--- config.mk ---
export PLATFORM = sky130hd
export DESIGN_NAME = scan_addr_check_flat
export DESIGN_NICKNAME = d
export VERILOG_FILES = /design/src/rtl/scan_addr_check_if.sv /design/src/rtl/scan_addr_check.sv /design/src/flat_wrapper.sv
export SDC_FILE = /design/constraint.sdc
export NUM_CORES = 1
export LEC_CHECK = 0
export ABC_CLOCK_PERIOD_IN_PS = 7450
export CELL_PAD_IN_SITES_DETAIL_PLACEMENT = 2
export CELL_PAD_IN_SITES_GLOBAL_PLACEMENT = 2
export CORE_UTILIZATION = 39
export DETAILED_ROUTE_END_ITERATION = 8
export DONT_BUFFER_PORTS = 1
export PLACE_DENSITY_LB_ADDON = 0.1
export SLEW_MARGIN = 10
export SYNTH_ARGS = -nofsm -noshare
export SYNTH_HDL_FRONTEND = slang
export SYNTH_SLANG_ARGS = --single-unit
--- constraint.sdc ---
create_clock -name clk -period 7.45 [get_ports clk]
set_input_delay 1.49 -clock clk [delete_from_list [all_inputs] [get_ports clk]]
set_output_delay 1.49 -clock clk [all_outputs]
set_load 0.005 [all_outputs]
--- src/rtl/scan_addr_check_if.sv ---
// Handshake bundle for scan_addr_check: address beats in, decoded beats out.
interface scan_addr_check_if #(
  parameter int XW = 16,
  parameter int YW = 16
);
  logic          in_valid;
  logic          in_ready;
  logic [31:0]   in_addr;
  logic          out_valid;
  logic          out_ready;
  logic [31:0]   out_addr;
  logic [XW-1:0] out_x;
  logic [YW-1:0] out_y;
  logic          out_row_end;
  logic          out_frame_end;
  logic          out_mismatch;

  modport master (
    output in_valid, in_addr, out_ready,
    input  in_ready, out_valid, out_addr, out_x, out_y,
           out_row_end, out_frame_end, out_mismatch
  );

  modport slave (
    input  in_valid, in_addr, out_ready,
    output in_ready, out_valid, out_addr, out_x, out_y,
           out_row_end, out_frame_end, out_mismatch
  );
endinterface

--- src/rtl/scan_addr_check.sv ---
// scan_addr_check - re-derives the 2D scan address sequence, decodes each beat
// into (x, y) with row/frame markers and flags departures from the sequence.
module scan_addr_check #(
  parameter int XW = 16,
  parameter int YW = 16
) (
  input  logic              clk,
  input  logic              rst_n,
  input  logic              start,
  input  logic [11:0]       x_delta,
  input  logic [31:0]       x_max,
  input  logic [31:0]       y_delta,
  input  logic [31:0]       y_max,
  scan_addr_check_if.slave  bus,
  output logic              err_sticky,
  output logic [15:0]       err_count
);
  typedef enum logic {S_IDLE, S_TRACK} state_t;

  localparam logic [XW-1:0] X_ONE = {{(XW-1){1'b0}}, 1'b1};
  localparam logic [YW-1:0] Y_ONE = {{(YW-1){1'b0}}, 1'b1};

  state_t        r_state;
  logic [11:0]   r_x_delta;
  logic [31:0]   r_x_max;
  logic [31:0]   r_y_delta;
  logic [31:0]   r_y_max;
  logic [31:0]   r_exp;
  logic [XW-1:0] r_x;
  logic [YW-1:0] r_y;
  logic          r_err_sticky;
  logic [15:0]   r_err_count;
  logic          r_out_valid;
  logic [31:0]   r_out_addr;
  logic [XW-1:0] r_out_x;
  logic [YW-1:0] r_out_y;
  logic          r_out_row_end;
  logic          r_out_frame_end;
  logic          r_out_mismatch;

  logic [11:0]   w_s_lo;
  logic          w_row;
  logic [31:0]   w_n;
  logic          w_wrap;
  logic [31:0]   w_next;
  logic          w_mismatch;
  logic          w_accept;

  // Only the low 12 bits of a + x_delta feed the row test, so the sum is kept narrow.
  assign w_s_lo     = bus.in_addr[11:0] + r_x_delta;
  assign w_row      = ({20'b0, w_s_lo} == r_x_max);
  assign w_n        = bus.in_addr + (w_row ? r_y_delta : {20'b0, r_x_delta});
  assign w_wrap     = (w_n == r_y_max);
  assign w_next     = w_wrap ? 32'd0 : w_n;
  assign w_mismatch = (bus.in_addr != r_exp);

  assign bus.in_ready = (r_state == S_TRACK) & ~start & (~r_out_valid | bus.out_ready);
  assign w_accept     = bus.in_valid & bus.in_ready;

  assign bus.out_valid     = r_out_valid;
  assign bus.out_addr      = r_out_addr;
  assign bus.out_x         = r_out_x;
  assign bus.out_y         = r_out_y;
  assign bus.out_row_end   = r_out_row_end;
  assign bus.out_frame_end = r_out_frame_end;
  assign bus.out_mismatch  = r_out_mismatch;
  assign err_sticky        = r_err_sticky;
  assign err_count         = r_err_count;

  always_ff @(posedge clk or negedge rst_n) begin
    if (!rst_n) begin
      r_state         <= S_IDLE;
      r_x_delta       <= '0;
      r_x_max         <= '0;
      r_y_delta       <= '0;
      r_y_max         <= '0;
      r_exp           <= '0;
      r_x             <= '0;
      r_y             <= '0;
      r_err_sticky    <= 1'b0;
      r_err_count     <= '0;
      r_out_valid     <= 1'b0;
      r_out_addr      <= '0;
      r_out_x         <= '0;
      r_out_y         <= '0;
      r_out_row_end   <= 1'b0;
      r_out_frame_end <= 1'b0;
      r_out_mismatch  <= 1'b0;
    end else if (start) begin
      r_state         <= S_TRACK;
      r_x_delta       <= x_delta;
      r_x_max         <= x_max;
      r_y_delta       <= y_delta;
      r_y_max         <= y_max;
      r_exp           <= '0;
      r_x             <= '0;
      r_y             <= '0;
      r_err_sticky    <= 1'b0;
      r_err_count     <= '0;
      r_out_valid     <= 1'b0;
      r_out_addr      <= '0;
      r_out_x         <= '0;
      r_out_y         <= '0;
      r_out_row_end   <= 1'b0;
      r_out_frame_end <= 1'b0;
      r_out_mismatch  <= 1'b0;
    end else if (w_accept) begin
      r_out_valid     <= 1'b1;
      r_out_addr      <= bus.in_addr;
      r_out_x         <= r_x;
      r_out_y         <= r_y;
      r_out_row_end   <= w_row;
      r_out_frame_end <= w_wrap;
      r_out_mismatch  <= w_mismatch;
      // Always resync to what was received so a single bad beat costs one error.
      r_exp           <= w_next;
      if (w_wrap) begin
        r_x <= '0;
        r_y <= '0;
      end else if (w_row) begin
        r_x <= '0;
        r_y <= r_y + Y_ONE;
      end else begin
        r_x <= r_x + X_ONE;
      end
      if (w_mismatch) begin
        r_err_sticky <= 1'b1;
        if (r_err_count != 16'hFFFF) begin
          r_err_count <= r_err_count + 16'd1;
        end
      end
    end else if (bus.out_ready) begin
      r_out_valid <= 1'b0;
    end
  end
endmodule

--- src/flat_wrapper.sv ---
// flat-port wrapper written by rule: the top's interface ports become plain ports
module scan_addr_check_flat 
#(
  parameter int XW = 16,
  parameter int YW = 16
)
  (clk, rst_n, start, x_delta, x_max, y_delta, y_max, err_sticky, err_count, bus_in_valid, bus_in_addr, bus_out_ready, bus_in_ready, bus_out_valid, bus_out_addr, bus_out_x, bus_out_y, bus_out_row_end, bus_out_frame_end, bus_out_mismatch);
  scan_addr_check_if #(.XW(XW), .YW(YW)) bus_i ();
  input  logic clk;
  input  logic rst_n;
  input  logic start;
  input  logic [11:0] x_delta;
  input  logic [31:0] x_max;
  input  logic [31:0] y_delta;
  input  logic [31:0] y_max;
  output logic err_sticky;
  output logic [15:0] err_count;
  input wire logic [$bits(bus_i.in_valid)-1:0] bus_in_valid;
  input wire logic [$bits(bus_i.in_addr)-1:0] bus_in_addr;
  input wire logic [$bits(bus_i.out_ready)-1:0] bus_out_ready;
  output wire logic [$bits(bus_i.in_ready)-1:0] bus_in_ready;
  output wire logic [$bits(bus_i.out_valid)-1:0] bus_out_valid;
  output wire logic [$bits(bus_i.out_addr)-1:0] bus_out_addr;
  output wire logic [$bits(bus_i.out_x)-1:0] bus_out_x;
  output wire logic [$bits(bus_i.out_y)-1:0] bus_out_y;
  output wire logic [$bits(bus_i.out_row_end)-1:0] bus_out_row_end;
  output wire logic [$bits(bus_i.out_frame_end)-1:0] bus_out_frame_end;
  output wire logic [$bits(bus_i.out_mismatch)-1:0] bus_out_mismatch;
  assign bus_i.in_valid = bus_in_valid;
  assign bus_i.in_addr = bus_in_addr;
  assign bus_i.out_ready = bus_out_ready;
  assign bus_in_ready = bus_i.in_ready;
  assign bus_out_valid = bus_i.out_valid;
  assign bus_out_addr = bus_i.out_addr;
  assign bus_out_x = bus_i.out_x;
  assign bus_out_y = bus_i.out_y;
  assign bus_out_row_end = bus_i.out_row_end;
  assign bus_out_frame_end = bus_i.out_frame_end;
  assign bus_out_mismatch = bus_i.out_mismatch;
  scan_addr_check #(.XW(XW), .YW(YW)) u_core (.clk(clk), .rst_n(rst_n), .start(start), .x_delta(x_delta), .x_max(x_max), .y_delta(y_delta), .y_max(y_max), .bus(bus_i), .err_sticky(err_sticky), .err_count(err_count));
endmodule
Yosys cells after proc, flatten, opt, wreduce, memory -nomap -nowiden. Cells that the tools add are included.

Register bits after elaboration: 258. Input bits: 145. Word-level logic and storage cells: 74.

$add $sub $neg: 5. Eq/ne operators: 4. Mux-type cells: 34. Bitwise operators: 6. Reductions and logical operators: 8.

Operator list (number): 16-bit 2-to-1 mux (16); 32-bit 2-to-1 mux (6); 16-bit by 1-bit adder with 16-bit output, second input constant (3); 32-bit adder (1); 12-bit by 32-bit equality test with 1-bit output (1); 32-bit equality test (1); 32-bit != test (1); 16-bit != test, second input constant (1); 12-bit adder (1); 1-bit 2-to-1 mux (12); 2-bit nonzero test (3); 3-bit nonzero test (2); 2-bit AND reduction (2); 1-bit bitwise AND (3); 3-bit AND reduction (1); 1-bit inverter (2); 1-bit bitwise OR (1).

Depth between registers and ports, before layout.
Depth in word-level cells: 8. Depth in mapped cells: 26.

Worst setup path after synthesis. Ideal clock, no wire load.

Kind: input-to-reg. Start: in bus_in_addr[0]. End: reg u_core.r_x[0]. Library setup time: 0.122 ns. Arrival: 7.265 ns. Setup slack: 0.064 ns. Cell stages on the path: 25. Path through: ha_1 fa_1 a211o_1 a21oi_1 a21oi_1 or4_4 a2111oi_4 nand2_1 clkbuf_1 nand2_1 nand2_1 ha_1 fa_1 a211oi_1 o211ai_1 a31o_2 a21oi_1 xnor2_1 nand2_1 or4_1 nor4_2 nand4_4 and2_4 buf_6 a32o_1.

Cells in the longest elaborated chain, start to end: 8. Elaborated cells between the ends (all ways): 9. Classes of those cells: add/sub (2); eq/ne (2); mux (5).

RTL lines: start: declaration (RTL line flat_wrapper.sv:19) `input wire logic [$bits(bus_i.in_addr)-1:0] bus_in_addr;`; 12-bit adder (RTL line scan_addr_check.sv:50) `assign w_s_lo = bus.in_addr[11:0] + r_x_delta;`; 12-bit by 32-bit equality test with 1-bit output (RTL line scan_addr_check.sv:51) `assign w_row = ({20'b0, w_s_lo} == r_x_max);`; 32-bit 2-to-1 mux (RTL line scan_addr_check.sv:52) `assign w_n = bus.in_addr + (w_row ? r_y_delta : {20'b0, r_x_delta});`; 32-bit adder (RTL line scan_addr_check.sv:52); 32-bit equality test (RTL line scan_addr_check.sv:53) `assign w_wrap = (w_n == r_y_max);`; 16-bit 2-to-1 mux * (RTL line scan_addr_check.sv:117) `if (w_wrap) begin`; 16-bit 2-to-1 mux * (RTL line scan_addr_check.sv:107) `end else if (w_accept) begin`; 16-bit 2-to-1 mux * (RTL line scan_addr_check.sv:89) `end else if (start) begin`; end signal: assignment (RTL line scan_addr_check.sv:124) `r_x <= r_x + X_ONE;`; end: declaration (RTL line scan_addr_check.sv:29) `logic [XW-1:0] r_x;`.

Mark *: on every way between the ends. The rest lies on a longest branch, timed or not. The select of a mux whose other input is x is not followed. A chain may end at the register's enable or synchronous reset.

Worst setup path after layout.
Start: in bus_in_addr[0]. End: reg u_core.r_y[3].

Cells in the longest elaborated chain, start to end: 8. Elaborated cells between the ends (all ways): 10. Classes of those cells: add/sub (2); eq/ne (2); mux (4); reduce/logical (2).

RTL lines: 12-bit adder (RTL line scan_addr_check.sv:50); 12-bit by 32-bit equality test with 1-bit output (RTL line scan_addr_check.sv:51); 32-bit 2-to-1 mux (RTL line scan_addr_check.sv:52); 32-bit adder (RTL line scan_addr_check.sv:52); 32-bit equality test (RTL line scan_addr_check.sv:53); 16-bit 2-to-1 mux (RTL line scan_addr_check.sv:117); 16-bit 2-to-1 mux (RTL line scan_addr_check.sv:107); 16-bit 2-to-1 mux (RTL line scan_addr_check.sv:89); end signal: assignment (RTL line scan_addr_check.sv:122) `r_y <= r_y + Y_ONE;`; end: declaration (RTL line scan_addr_check.sv:30) `logic [YW-1:0] r_y;`.

Several ways; a longest one is shown, not always the timed one. The select of a mux whose other input is x is not followed.

==> impl_metrics.json <==
{
  "synth_common_cells": "269 x nand2_1, 258 x dfrtp_1, 107 x mux2_2",
  "ys_async_sr_fraction_pct": 100,
  "max_cap_violations": 0,
  "start_util_pct": 39.6,
  "drive_above_1_share_pct": 20.9,
  "slowest_stage": "or4b_2",
  "dieArea_sq_um": 37800,
  "hold_class": "register to register",
  "critPathLaunchType": "primary input",
  "synthCells": 1496,
  "p_int_uw": 2770,
  "antenna_found_initial": 5,
  "syn2layout_area_growth_pct": 17.6,
  "grt_max_degree": 259,
  "dr.pass1.iters": 4,
  "synth_area_sq_um": 14400,
  "clk_pin_slew_ns": 0.06,
  "power.net_switching_uw": 1090,
  "critPathArrivalTime_ns": 7.68,
  "final.period_utilization_pct": 96.2,
  "required_ns": 7.96,
  "power.density_nw_per_um2": 227,
  "whs_ns": 0.467,
  "yosysWarnings": 0,
  "row_count": 70,
  "slew_headroom_pct": 45.5,
  "cts_made_buffers": 30,
  "critPathMostFrequentCell": "buf_4",
  "p_seq_share_pct": 41.0,
  "maxSlewViolCount": 0,
  "synth_edf_count": 0,
  "via_count": 12000,
  "cts_tree": "built",
  "cts_hold_buf": 0,
  "avgRoutedWirePerCell_microns": 24.2,
  "gp_congestion": 0.886,
  "portBuffers": 0,
  "worst_pin_slew_ns": 0.816,
  "die_h_microns": 194,
  "io_pins": 231,
  "avgViaCountPerCell": 5.77,
  "clock_skew_ns": 0.0212,
  "setup_viol": 0,
  "cp-end-kind": "register",
  "grt_pass1_wl_mm": 78.5,
  "pwr-share-comb_pct": 18.0,
  "hold_viol_final": 0,
  "power_leakage_uw": 0.00777,
  "crit_type": "primary input to register",
  "die_w_microns": 194,
  "status": "complete, no violations",
  "root_buffer": "clkbuf_16",
  "synth_most_common_cell": "nand2_1",
  "yosysSeqAreaShare_pct": 44.7,
  "drt_iter0_drc": 528,
  "slowest_delay_ns": 0.59,
  "avgSynthCellArea_sq_um": 9.66,
  "clk_path_buf_depth": 3,
  "synth_ff_type": "dfrtp_1",
  "synth_area_leaders": "dfrtp_1 45%, mux2_2 8.3%, nand2_1 7.0%, xor2_1 4.4%, ha_1 3.9%",
  "htree_levels": 1,
  "grt_usage_pct": 26.6,
  "synth_top_area_cell": "dfrtp_1",
  "drt_wl_total_mm": 50.4,
  "first_global_vias": 13100,
  "path_max_fanout": 23,
  "drtAntennaViolNets": 0,
  "fmax_mhz": 139,
  "post-dp-hpwl_mm": 37.0,
  "synth_top_area_share_pct": 44.7,
  "syn-num-nets": 1688,
  "final_util_pct": 46.5,
  "peakVddDrop_uv": 222,
  "drc": 0,
  "clkSinkCount": 258,
  "clkLatencyLatePin_ns": 0.59,
  "synth_cell_types": 79,
  "postSynthRegisterBits": 258,
  "grt-ovfl-total": 0,
  "min_period_ns": 7.17,
  "p_clk_share_pct": 41.0,
  "n_fill_cell": 3822,
  "swShare_pct": 28.3,
  "layout.nets": 1776,
  "core-area_sq_um": 36500
}
## worst max-delay path, delay by kind of cell
family	cells	cell delay, ns
simple gates	9	2.20
compound gates	9	2.04
buf+inv	5	0.83
xor+xnor	1	0.19
fa+ha+maj	3	0.90
## final timing paths
| kind | startpoint | to | slack, ns | cells past startpoint |
|---|---|---|---|---|
| hold / removal | u_core.r_state | u_core.r_state | 0.47 | 1 |
| max in group asynchronous | rst_n | u_core.r_y_max[23] | 6.52 | 0 |
| hold reg to reg | u_core.r_state | u_core.r_state | 0.47 | 1 |
| min in group asynchronous | rst_n | u_core.bus.out_x[4] | 0.61 | 0 |
| setup / recovery | bus_in_addr[0] | u_core.r_y[3] | 0.28 | 27 |
| setup reg to reg | u_core.r_x_delta[0] | u_core.r_y[3] | 0.75 | 27 |
## power groups by stage
stage / clock (uW) / combinational, uW / sequential, uW
after global placement: 0 / 638 / 1600
after detailed placement: 0 / 664 / 1610
after CTS: 1630 / 675 / 1580
after floorplan: 0 / 433 / 1570
final: 1580 / 695 / 1580
after global routing: 1670 / 750 / 1590
## logic make-up after synthesis
family                     Yosys count  share of synthesized area [%]
and+or+nand+nor                    592                           19.3
DFF                                258                           44.7
AOI/OAI and AO/OA                  254                           11.9
xor gates and xnor gates           134                           8.42
muxes                              114                           8.82
buffers and inverters               97                           2.74
adders and majority gates           47                           4.17
## flip-flops by register name, summed over array words and instances (netlist names), 12 cells and up
name / cells
u_core.r_x_delta: 12
u_core.r_y: 16
u_core.bus.out_x: 16
u_core.r_y_delta: 32
u_core.bus.out_addr: 32
u_core.r_x: 16
u_core.err_count: 16
u_core.bus.out_y: 16
u_core.r_exp: 32
u_core.r_y_max: 32
u_core.r_x_max: 32
## per-layer routing
metal  track usage (%)  part of all wire (%)  vias to the layer above
met4              6.70                   2.6                        0
met1              35.2                    44                     6169
met3              4.27                   4.1                       67
li1                  -                     -                     5508
met5                 0                     0                        -
met2              45.3                    49                      255
## layout by cell type (no fill, tap or decap), drive strengths merged, types with 51 or more instances in the layout
cell,Yosys,routed
xnor2,58,58
nand3,89,89
dfrtp,258,258
nor2,75,75
mux2,107,107
xor2,73,73
buf,29,139
o21ai,72,72
nand2,270,270
a21oi,51,51
## metrics by stage
stage               total power [uW]  TNS [ns]  area [sq um]  worst slack, ns  instances
detailed placement              2270    -42.57         15800           -0.734       2018
CTS                             3890         0         16900          0.00804       2072
floorplan                       2000         0         14400           0.0638       1496
finish                          3860         0         17000            0.280       2078
global placement                2240    -26.22         15800           -0.454       2018
global route                    4010   -0.0476         17000          -0.0337       2077
## area by class of cell
| type | instances | area (sq um) | area share [%] |
|---|---|---|---|
| antenna | 4 | 10.0 | 0.0589 |
| clock buffer | 41 | 862 | 5.08 |
| clock inverter | 13 | 195 | 1.15 |
| inverter | 14 | 52.6 | 0.309 |
| multi-input combinational | 1141 | 7730 | 45.5 |
| sequential | 258 | 6460 | 38.0 |
| tap | 468 | 586 | 3.45 |
| timing repair buffer | 139 | 1100 | 6.46 |
## what timing repair did
item                       in CTS  in global routing
setup endpoints to repair      65                 65
resized for setup               3                 21
buffers inserted                0                  2
pin swaps                       0                  5
No activity file was read; power rests on OpenSTA's default activity.
